--- config.mk ---
export PLATFORM = sky130hd
export DESIGN_NAME = instr_fetch_arbiter
export DESIGN_NICKNAME = d
export VERILOG_FILES = /design/src/rtl/instr_fetch_pkg.sv /design/src/rtl/rr_arbiter.sv /design/src/rtl/instr_fetch_arbiter.sv
export SDC_FILE = /design/constraint.sdc
export NUM_CORES = 1
export LEC_CHECK = 0
export ABC_CLOCK_PERIOD_IN_PS = 3600
export BUFFER_PORTS_ARGS = -buffer_cell sky130_fd_sc_hd__buf_2
export CORE_ASPECT_RATIO = 1.25
export CORE_MARGIN = 3
export CORE_UTILIZATION = 36
export CTS_CLUSTER_SIZE = 20
export DETAILED_ROUTE_END_ITERATION = 10
export PLACE_DENSITY = 0.82
export SLEW_MARGIN = 20
export SYNTH_ARGS = -nofsm -noshare
export SYNTH_HDL_FRONTEND = slang
export SYNTH_SLANG_ARGS = --single-unit
--- constraint.sdc ---
create_clock -name clk -period 3.6 [get_ports clk]
set_clock_uncertainty 0.05 [all_clocks]
set_input_delay 0.72 -clock clk [delete_from_list [all_inputs] [get_ports clk]]
set_output_delay 0.72 -clock clk [all_outputs]
set_load 0.1 [all_outputs]
--- src/rtl/instr_fetch_pkg.sv ---
// Shared constants and tag type for the instruction-fetch arbiter.
// Imported by the arbiter top and its round-robin sub-block.
package instr_fetch_pkg;

    localparam int IADDR_W   = 15;
    localparam int IDATA_W   = 16;
    localparam int IMEM_LAT  = 2;
    localparam int MAX_CORES = 8;
    localparam int TAG_ID_W  = $clog2(MAX_CORES);

    typedef struct packed {
        logic                valid;
        logic [TAG_ID_W-1:0] id;
    } fetch_tag_t;

endpackage

--- src/rtl/rr_arbiter.sv ---
// Round-robin arbiter: rotate-priority select plus pointer register.
// Winner is the first request at or after ptr, wrapping modulo N.
module rr_arbiter #(
    parameter  int N  = 4,
    localparam int IW = (N > 1) ? $clog2(N) : 1
) (
    input  logic          clk,
    input  logic          rst,
    input  logic [N-1:0]  req,
    output logic [N-1:0]  gnt,
    output logic          gnt_any,
    output logic [IW-1:0] gnt_id
);

    logic [IW-1:0] ptr_q;
    logic [IW-1:0] ptr_d;
    logic [IW:0]   idx;

    // Scan requests starting at ptr, taking the first one found.
    always_comb begin
        gnt_any = 1'b0;
        gnt_id  = '0;
        idx     = '0;
        for (int k = 0; k < N; k++) begin
            idx = {1'b0, ptr_q} + (IW+1)'(k);
            if (idx >= (IW+1)'(N)) begin
                idx = idx - (IW+1)'(N);
            end
            if (!gnt_any && req[idx[IW-1:0]]) begin
                gnt_any = 1'b1;
                gnt_id  = idx[IW-1:0];
            end
        end
    end

    assign gnt = gnt_any ? (N'(1) << gnt_id) : '0;

    // Move the pointer just past the winner; hold it when idle.
    always_comb begin
        ptr_d = ptr_q;
        if (gnt_any) begin
            if (gnt_id == IW'(N - 1)) begin
                ptr_d = '0;
            end else begin
                ptr_d = gnt_id + IW'(1);
            end
        end
    end

    // Pointer register.
    always_ff @(posedge clk) begin
        if (rst) begin
            ptr_q <= '0;
        end else begin
            ptr_q <= ptr_d;
        end
    end

endmodule

--- src/rtl/instr_fetch_arbiter.sv ---
// Shares one instruction-memory read port among N_CORES fetch units.
// Tags follow each read through the memory latency; flush kills stale ones.
module instr_fetch_arbiter
    import instr_fetch_pkg::*;
#(
    parameter int N_CORES = 4,
    parameter int MEM_LAT = IMEM_LAT
) (
    input  logic                       clk,
    input  logic                       rst,
    input  logic [N_CORES-1:0]         req,
    input  logic [N_CORES*IADDR_W-1:0] addr,
    input  logic [N_CORES-1:0]         flush,
    output logic [N_CORES-1:0]         gnt,
    output logic [N_CORES-1:0]         rvalid,
    output logic [IDATA_W-1:0]         rdata,
    output logic [IADDR_W-1:0]         mem_raddr,
    input  logic [IDATA_W-1:0]         mem_rdata
);

    localparam int IW = (N_CORES > 1) ? $clog2(N_CORES) : 1;

    logic [N_CORES-1:0] req_eff;
    logic               arb_any;
    logic [IW-1:0]      arb_id;

    fetch_tag_t tag_q [MEM_LAT];
    fetch_tag_t tag_d [MEM_LAT];

    // Flushed cores sit out this cycle; nothing is granted in reset.
    assign req_eff = rst ? '0 : (req & ~flush);

    rr_arbiter #(
        .N (N_CORES)
    ) u_rr (
        .clk     (clk),
        .rst     (rst),
        .req     (req_eff),
        .gnt     (gnt),
        .gnt_any (arb_any),
        .gnt_id  (arb_id)
    );

    // Forward the winner's address to memory, zero when idle.
    always_comb begin
        mem_raddr = '0;
        for (int i = 0; i < N_CORES; i++) begin
            if (arb_any && arb_id == IW'(i)) begin
                mem_raddr = addr[i*IADDR_W +: IADDR_W];
            end
        end
    end

    // Advance tags, dropping any whose core is flushed this cycle.
    always_comb begin
        tag_d[0].valid = arb_any;
        tag_d[0].id    = TAG_ID_W'(arb_id);
        for (int k = 1; k < MEM_LAT; k++) begin
            tag_d[k] = tag_q[k-1];
            if (|(flush & (N_CORES'(1) << tag_q[k-1].id))) begin
                tag_d[k].valid = 1'b0;
            end
        end
    end

    // Tag pipeline registers.
    always_ff @(posedge clk) begin
        if (rst) begin
            for (int k = 0; k < MEM_LAT; k++) begin
                tag_q[k] <= '0;
            end
        end else begin
            for (int k = 0; k < MEM_LAT; k++) begin
                tag_q[k] <= tag_d[k];
            end
        end
    end

    // The oldest tag names the core that owns this cycle's read data.
    always_comb begin
        rvalid = '0;
        if (!rst && tag_q[MEM_LAT-1].valid) begin
            rvalid = N_CORES'(1) << tag_q[MEM_LAT-1].id;
        end
    end

    assign rdata = mem_rdata;

endmodule

==> Word-level counts from Yosys, hierarchy flattened <==
Memories as Yosys holds them, arrays and structs flattened.
Index checks and enable logic that the tools add are counted.
{ "op_classes": {"add_sub_neg": 8, "n_reduce_logical": 14, "muxes": 34, "n_eq_ne": 3, "n_shift": 3, "n_lt_le_gt_ge": 8, "bitwise_logic": 5} }
{ "ops": {"columns": ["op", "count"], "rows": [
  ["$mux W15", 4],
  ["$mux W4", 5],
  ["$mux W2", 9],
  ["$lt A2 B3 Y1 const B", 4],
  ["$mux W1", 12],
  ["$ge A3 B3 Y1 const B", 3],
  ["$and A4 B4 Y4", 2],
  ["$bmux W1 S2", 4],
  ["$logic_and A1 B1 Y1", 8],
  ["$shl A1 B3 Y4 const A", 2],
  ["$sub A2 B1 Y2 const B", 4],
  ["$add A2 B2 Y3 const B", 2],
  ["$eq A2 B2 Y1 const B", 2],
  ["$logic_not A1 Y1", 4],
  ["$not A4 Y4", 1],
  ["$reduce_or A4 Y1", 1],
  ["$shl A1 B2 Y4 const A", 1],
  ["$add A2 B1 Y3 const B", 1],
  ["$ge A2 B3 Y1 const B", 1],
  ["$add A2 B1 Y2 const B", 1],
  ["$eq A2 B1 Y1 const B", 1],
  ["$logic_not A2 Y1", 1],
  ["$or A1 B1 Y1", 2]
]} }
{ "totals": {"wordCells": 77, "input_bits": 86, "ff_bits": 2, "out_inout_bits": 39, "memories": 1, "ram_bits": 8} }
{ "memory_table": {"columns": ["memory", "depth", "width", "read_ports", "rd_clocked_by_memory_dff", "wr", "line_no", "text"], "rows": [
  ["tag_q", 2, 4, 2, 0, 2, "instr_fetch_arbiter.sv:27", "fetch_tag_t tag_q [MEM_LAT];"]
]} }

==> Logic depth before layout (Yosys ltp) <==
{ "logic_depth": {"ltp_word": 21, "depth_mapped": 12, "ltp_nobuf": 9} }

==> By module <==
From an unflattened synthesis, not the netlist that was laid out.
{ "unflattened": {"hier_cells": 120, "hier_area_um2": 1059.8} }
{ "by_module_without_submodules": {"columns": ["module", "seq_area_each_um2", "area_per_inst_um2", "cells_per_inst", "instances"], "rows": [
  ["instr_fetch_arbiter", 120.1, 822.0, 91, 1],
  ["rr_arbiter", 40.0, 237.7, 29, 1]
]} }

==> Least setup slack after synthesis <==
No wires, ideal clock.
{ "synth_timing": {"kind": "input port to output port", "start": "in rst", "end": "out rvalid[0]", "arrival_ns": 4.079, "path_stages": 2, "n_path_buf": 1, "required_time_ns": 2.830, "path_slack_ns": -1.249, "cell_sequence": "clkbuf_1 -> nor4b_1"} }
{ "synth_via": {"elab_chain_len": 3} }
{ "synth_rtl": {"columns": ["element", "line_no", "text"], "rows": [
  ["start: declaration", "instr_fetch_arbiter.sv:10", "input logic rst,"],
  ["$logic_not A1 Y1", "instr_fetch_arbiter.sv:82", "if (!rst && tag_q[MEM_LAT-1].valid) begin"],
  ["$logic_and A1 B1 Y1", "instr_fetch_arbiter.sv:82", null],
  ["$mux W4", "instr_fetch_arbiter.sv:82", null],
  ["end: declaration", "instr_fetch_arbiter.sv:15", "output logic [N_CORES-1:0] rvalid,"]
]} }
No other way between the ends.

==> Worst setup path in the final report <==
{ "layout_timing": {"start": "in flush[1]", "end": "out mem_raddr[5]"} }
{ "layout_via": {"elab_chain_len": 21, "elab_cells_between_ends": 37, "classes_between": "eq/ne (3); mux (21); bitwise (2); reduce/logical (11)"} }
{ "layout_rtl": {"columns": ["element", "line_no", "text"], "rows": [
  ["start: declaration", "instr_fetch_arbiter.sv:13", "input logic [N_CORES-1:0] flush,"],
  ["$not A4 Y4 *", "instr_fetch_arbiter.sv:31", "assign req_eff = rst ? '0 : (req & ~flush);"],
  ["$and A4 B4 Y4 *", "instr_fetch_arbiter.sv:31", null],
  ["$mux W4 *", "instr_fetch_arbiter.sv:31", null],
  ["$bmux W1 S2", "rr_arbiter.sv:29", "if (!gnt_any && req[idx[IW-1:0]]) begin"],
  ["$mux W1 (implied by the code)", "rr_arbiter.sv:29", null],
  ["$mux W1", "rr_arbiter.sv:29", null],
  ["$logic_not A1 Y1", "rr_arbiter.sv:29", null],
  ["$logic_and A1 B1 Y1", "rr_arbiter.sv:29", null],
  ["(+3 left out)", null, null],
  ["$mux W1", "rr_arbiter.sv:29", null],
  ["$logic_not A1 Y1", "rr_arbiter.sv:29", null],
  ["$logic_and A1 B1 Y1", "rr_arbiter.sv:29", null],
  ["$mux W2", "rr_arbiter.sv:29", null],
  ["$logic_not A2 Y1", "instr_fetch_arbiter.sv:48", "if (arb_any && arb_id == IW'(i)) begin"],
  ["$logic_and A1 B1 Y1", "instr_fetch_arbiter.sv:48", null],
  ["$mux W15 (3 in a row)", "instr_fetch_arbiter.sv:48", null],
  ["$mux W15 *", "instr_fetch_arbiter.sv:48", null],
  ["end: declaration", "instr_fetch_arbiter.sv:17", "output logic [IADDR_W-1:0] mem_raddr,"]
]} }
Mark *: on every way between the ends. The rest lies on a longest branch, timed or not. The select of a mux whose other input is x is not followed.

==> out/metrics.json <==
{
  "grt_antenna_before_repair": 0,
  "post_route_cells_drive_above_1_share": 0.6449,
  "half_perimeter_wire_length_of_the_detailed_placement_result_um": 3422,
  "insertedDiodeCount": 0,
  "fp.dieW_um": 58.12,
  "timing.setup.critical_path_class": "in -> out",
  "average_cell_area_after_synthesis_um2": 7.593,
  "drc": 0,
  "post_drt_wl_per_cell_um": 16.37,
  "floorplan.initialDensity": 0.3793,
  "max_clock_freq_ghz": 0.2803,
  "gp_routability_congestion": 0.7981,
  "worst_pin_slew_ns": 0.4858,
  "layout_common_cells": "buf_2, buf_12, nand2_1, inv_1, a211o_1",
  "yosysWarningCount": 0,
  "power.combinational.fraction": 0.701,
  "worst_ep_arrival_time_ns": 2.80,
  "hold_viol_final": 0,
  "asyncSetResetFlopFracSynth": 0,
  "tritoncts": "yes",
  "final_period_minus_worst_setup_slack_ns": 3.567,
  "seq_area_um2": 160.2,
  "hold_path.class": "reg -> reg",
  "fin_tns_setup_ns": 0,
  "layout-area-overhead-vs-synth_pct": 88.02,
  "first_global_vias": 1489,
  "grt_setup_unrepaired": "true",
  "ys_ff_latch": 8,
  "yosys.cell_types.count": 38,
  "die_area_um2": 4135,
  "post_synth_inst_count": 161,
  "grt_pass1_wl_um": 6575,
  "count_of_endpoints_failing_setup_in_the_final_report": 0,
  "crit_path_max_fanout": 5,
  "drtPass1Iterations": 4,
  "worst_hold_slack_ns": 0.4027,
  "global_route.usage.total": 0.1968,
  "cts_root_buf": "clkbuf_8",
  "antenna_violating_nets_post_route": 0,
  "ys.flop_type": "dfxtp_1",
  "netSwitchingFraction": 0.4613,
  "slew-limit-headroom": 0.6784,
  "postSynthNetCount": 251,
  "power_leakage_nw": 1.071,
  "boundaryPins": 125,
  "ir_drop_worst_vdd_mv": 0.2875,
  "p_clk_frac": 0.154,
  "crit_path_end_kind": "primary output",
  "final_net_count": 337,
  "place.port_buffers": 92,
  "nFillCells": 238,
  "power.sequential.fraction": 0.144,
  "multiInputGateArea_um2": 1052,
  "insertion_delay_ns": 0.23,
  "power-per-cell-area_nw_per_um2": 306.3,
  "timing.reg2reg.setup_slack_ns": 1.85,
  "timing.final.max_slew_violations": 0,
  "wirelength_um": 4616,
  "internal-power_mw": 0.3793,
  "finalCritPeriodShare": 0.9908,
  "clkSlewWorstSetupHoldPaths_ns": 0.04,
  "clock-sinks": 8,
  "synthesis.area_um2": 1222,
  "die_height_um": 71.15,
  "row_count": 23,
  "globalRoute.totalOverflow": 0,
  "cts.path.max_buffers": 2,
  "synth.yosys.seq_area_share": 0.1310,
  "via_density_per_instance": 5.454,
  "critical_path.startpoint_type": "input port",
  "cts.htree.levels": 1,
  "initialDrtViolationCount": 63,
  "required_ns": 2.83,
  "status": "finished clean",
  "detailroute.via_count": 1538,
  "cts_hold_buffers": 0,
  "coreArea_um2": 3223,
  "maximum_number_of_pins_on_one_net_before_global_route_repair": 21,
  "cts_made_buffers": 3,
  "power.net_switching_mw": 0.3248,
  "fin_area_um2": 2298,
  "drv_cap": 0,
  "number_of_synthesized_flops_with_an_enable_pin": 0,
  "post_dp_cell_area_um2": 2081,
  "mostFrequentLayoutCell": "buf_2"
}
area by class of cell:
class                   count  area share
inverters                  17     0.02994
multi-input cells         108      0.4578
flip-flops and latches      8     0.06968
well taps                  37     0.02014
clock buffers               3     0.01796
repair buffers            109      0.4045
worst paths after layout:
path	from	end	depth (start not counted)
max	flush[1]	mem_raddr[5]	12
min	tag_q[0][3]	tag_q[0][7]	2
max reg2reg	u_rr.ptr_q[1]	u_rr.ptr_q[1]	9
min reg2reg	tag_q[0][3]	tag_q[0][7]	2
synthesized netlist by cell type, types with 2 or more instances:
library cell / n / area (µm²)
a211o_1: 15 / 131.4
nor2b_1: 3 / 18.77
nand2_1: 18 / 67.56
nor2_1: 3 / 11.26
o21a_1: 2 / 15.01
a221oi_1: 14 / 122.6
nand2b_1: 4 / 25.02
nor3_1: 3 / 15.01
and2_1: 4 / 25.02
buf_6: 4 / 45.04
inv_1: 16 / 60.06
nor4bb_1: 2 / 20.02
ha_1: 4 / 50.05
and3_1: 2 / 12.51
buf_2: 3 / 15.01
dfxtp_1: 8 / 160.2
clkbuf_1: 4 / 15.01
buf_4: 16 / 120.1
a21boi_0: 2 / 15.01
a21oi_1: 8 / 40.04
a21oi_2: 9 / 78.83
registers in the layout, indices dropped and copies added, names as in the netlist:
signal	flops
tag_q	6
u_rr.ptr_q	2
power groups by stage:
stage	Sequential (mW)	Combinational, mW	Clock, mW
final	0.102	0.494	0.109
after global routing	0.102	0.518	0.117
after CTS	0.101	0.455	0.111
after detailed placement	0.103	0.452	0
after global placement	0.102	0.446	0
after floorplan	0.101	0.382	0
what timing repair did:
item,CTS,global route
setup endpoints to repair,14,15
setup buffers,0,2
pin swaps,2,13
resized for setup,2,35
cloned,0,1
logic make-up (layout without fill, tap and decap cells):
| family | Yosys count | after routing | synth area share |
|---|---|---|---|
| buffers and inverters | 45 | 129 | 0.2241 |
| AOI/OAI and AO/OA | 56 | 56 | 0.3777 |
| and+or+nand+nor | 46 | 46 | 0.2088 |
| muxes | 2 | 2 | 0.01740 |
| DFF | 8 | 8 | 0.1310 |
| adders and majority gates | 4 | 4 | 0.04094 |
critical path, stage by stage:
cell	delay, ns
buf_6	0.09
nand2b_4	0.13
a21boi_1	0.06
o21a_1	0.19
or3_4	0.36
ha_4	0.19
nor2b_4	0.20
buf_6	0.16
a221oi_2	0.05
a211o_1	0.30
a21oi_4	0.16
buf_12	0.19
stage by stage:
| stage | setup slack [ns] | utilization | power [mW] | std cells |
|---|---|---|---|---|
| finish | 0.03296 | 0.7131 | 0.7041 | 282 |
| floorplan | -0.8163 | - | 0.4826 | 161 |
| global placement | 0.01542 | 0.6456 | 0.5479 | 276 |
| CTS | -0.03746 | 0.6603 | 0.6674 | 279 |
| global route | -0.09246 | 0.7131 | 0.7369 | 282 |
| detailed placement | -0.08194 | 0.6456 | 0.5549 | 276 |
metal layers:
metal	vias to the layer above	track usage	wire, µm
li1	737	-	-
met1	728	0.2013	1578
met2	55	0.3794	2631
met3	18	0.04197	317
met4	0	0.06959	89
met5	-	0	0
No activity file was read; power rests on OpenSTA's default activity.
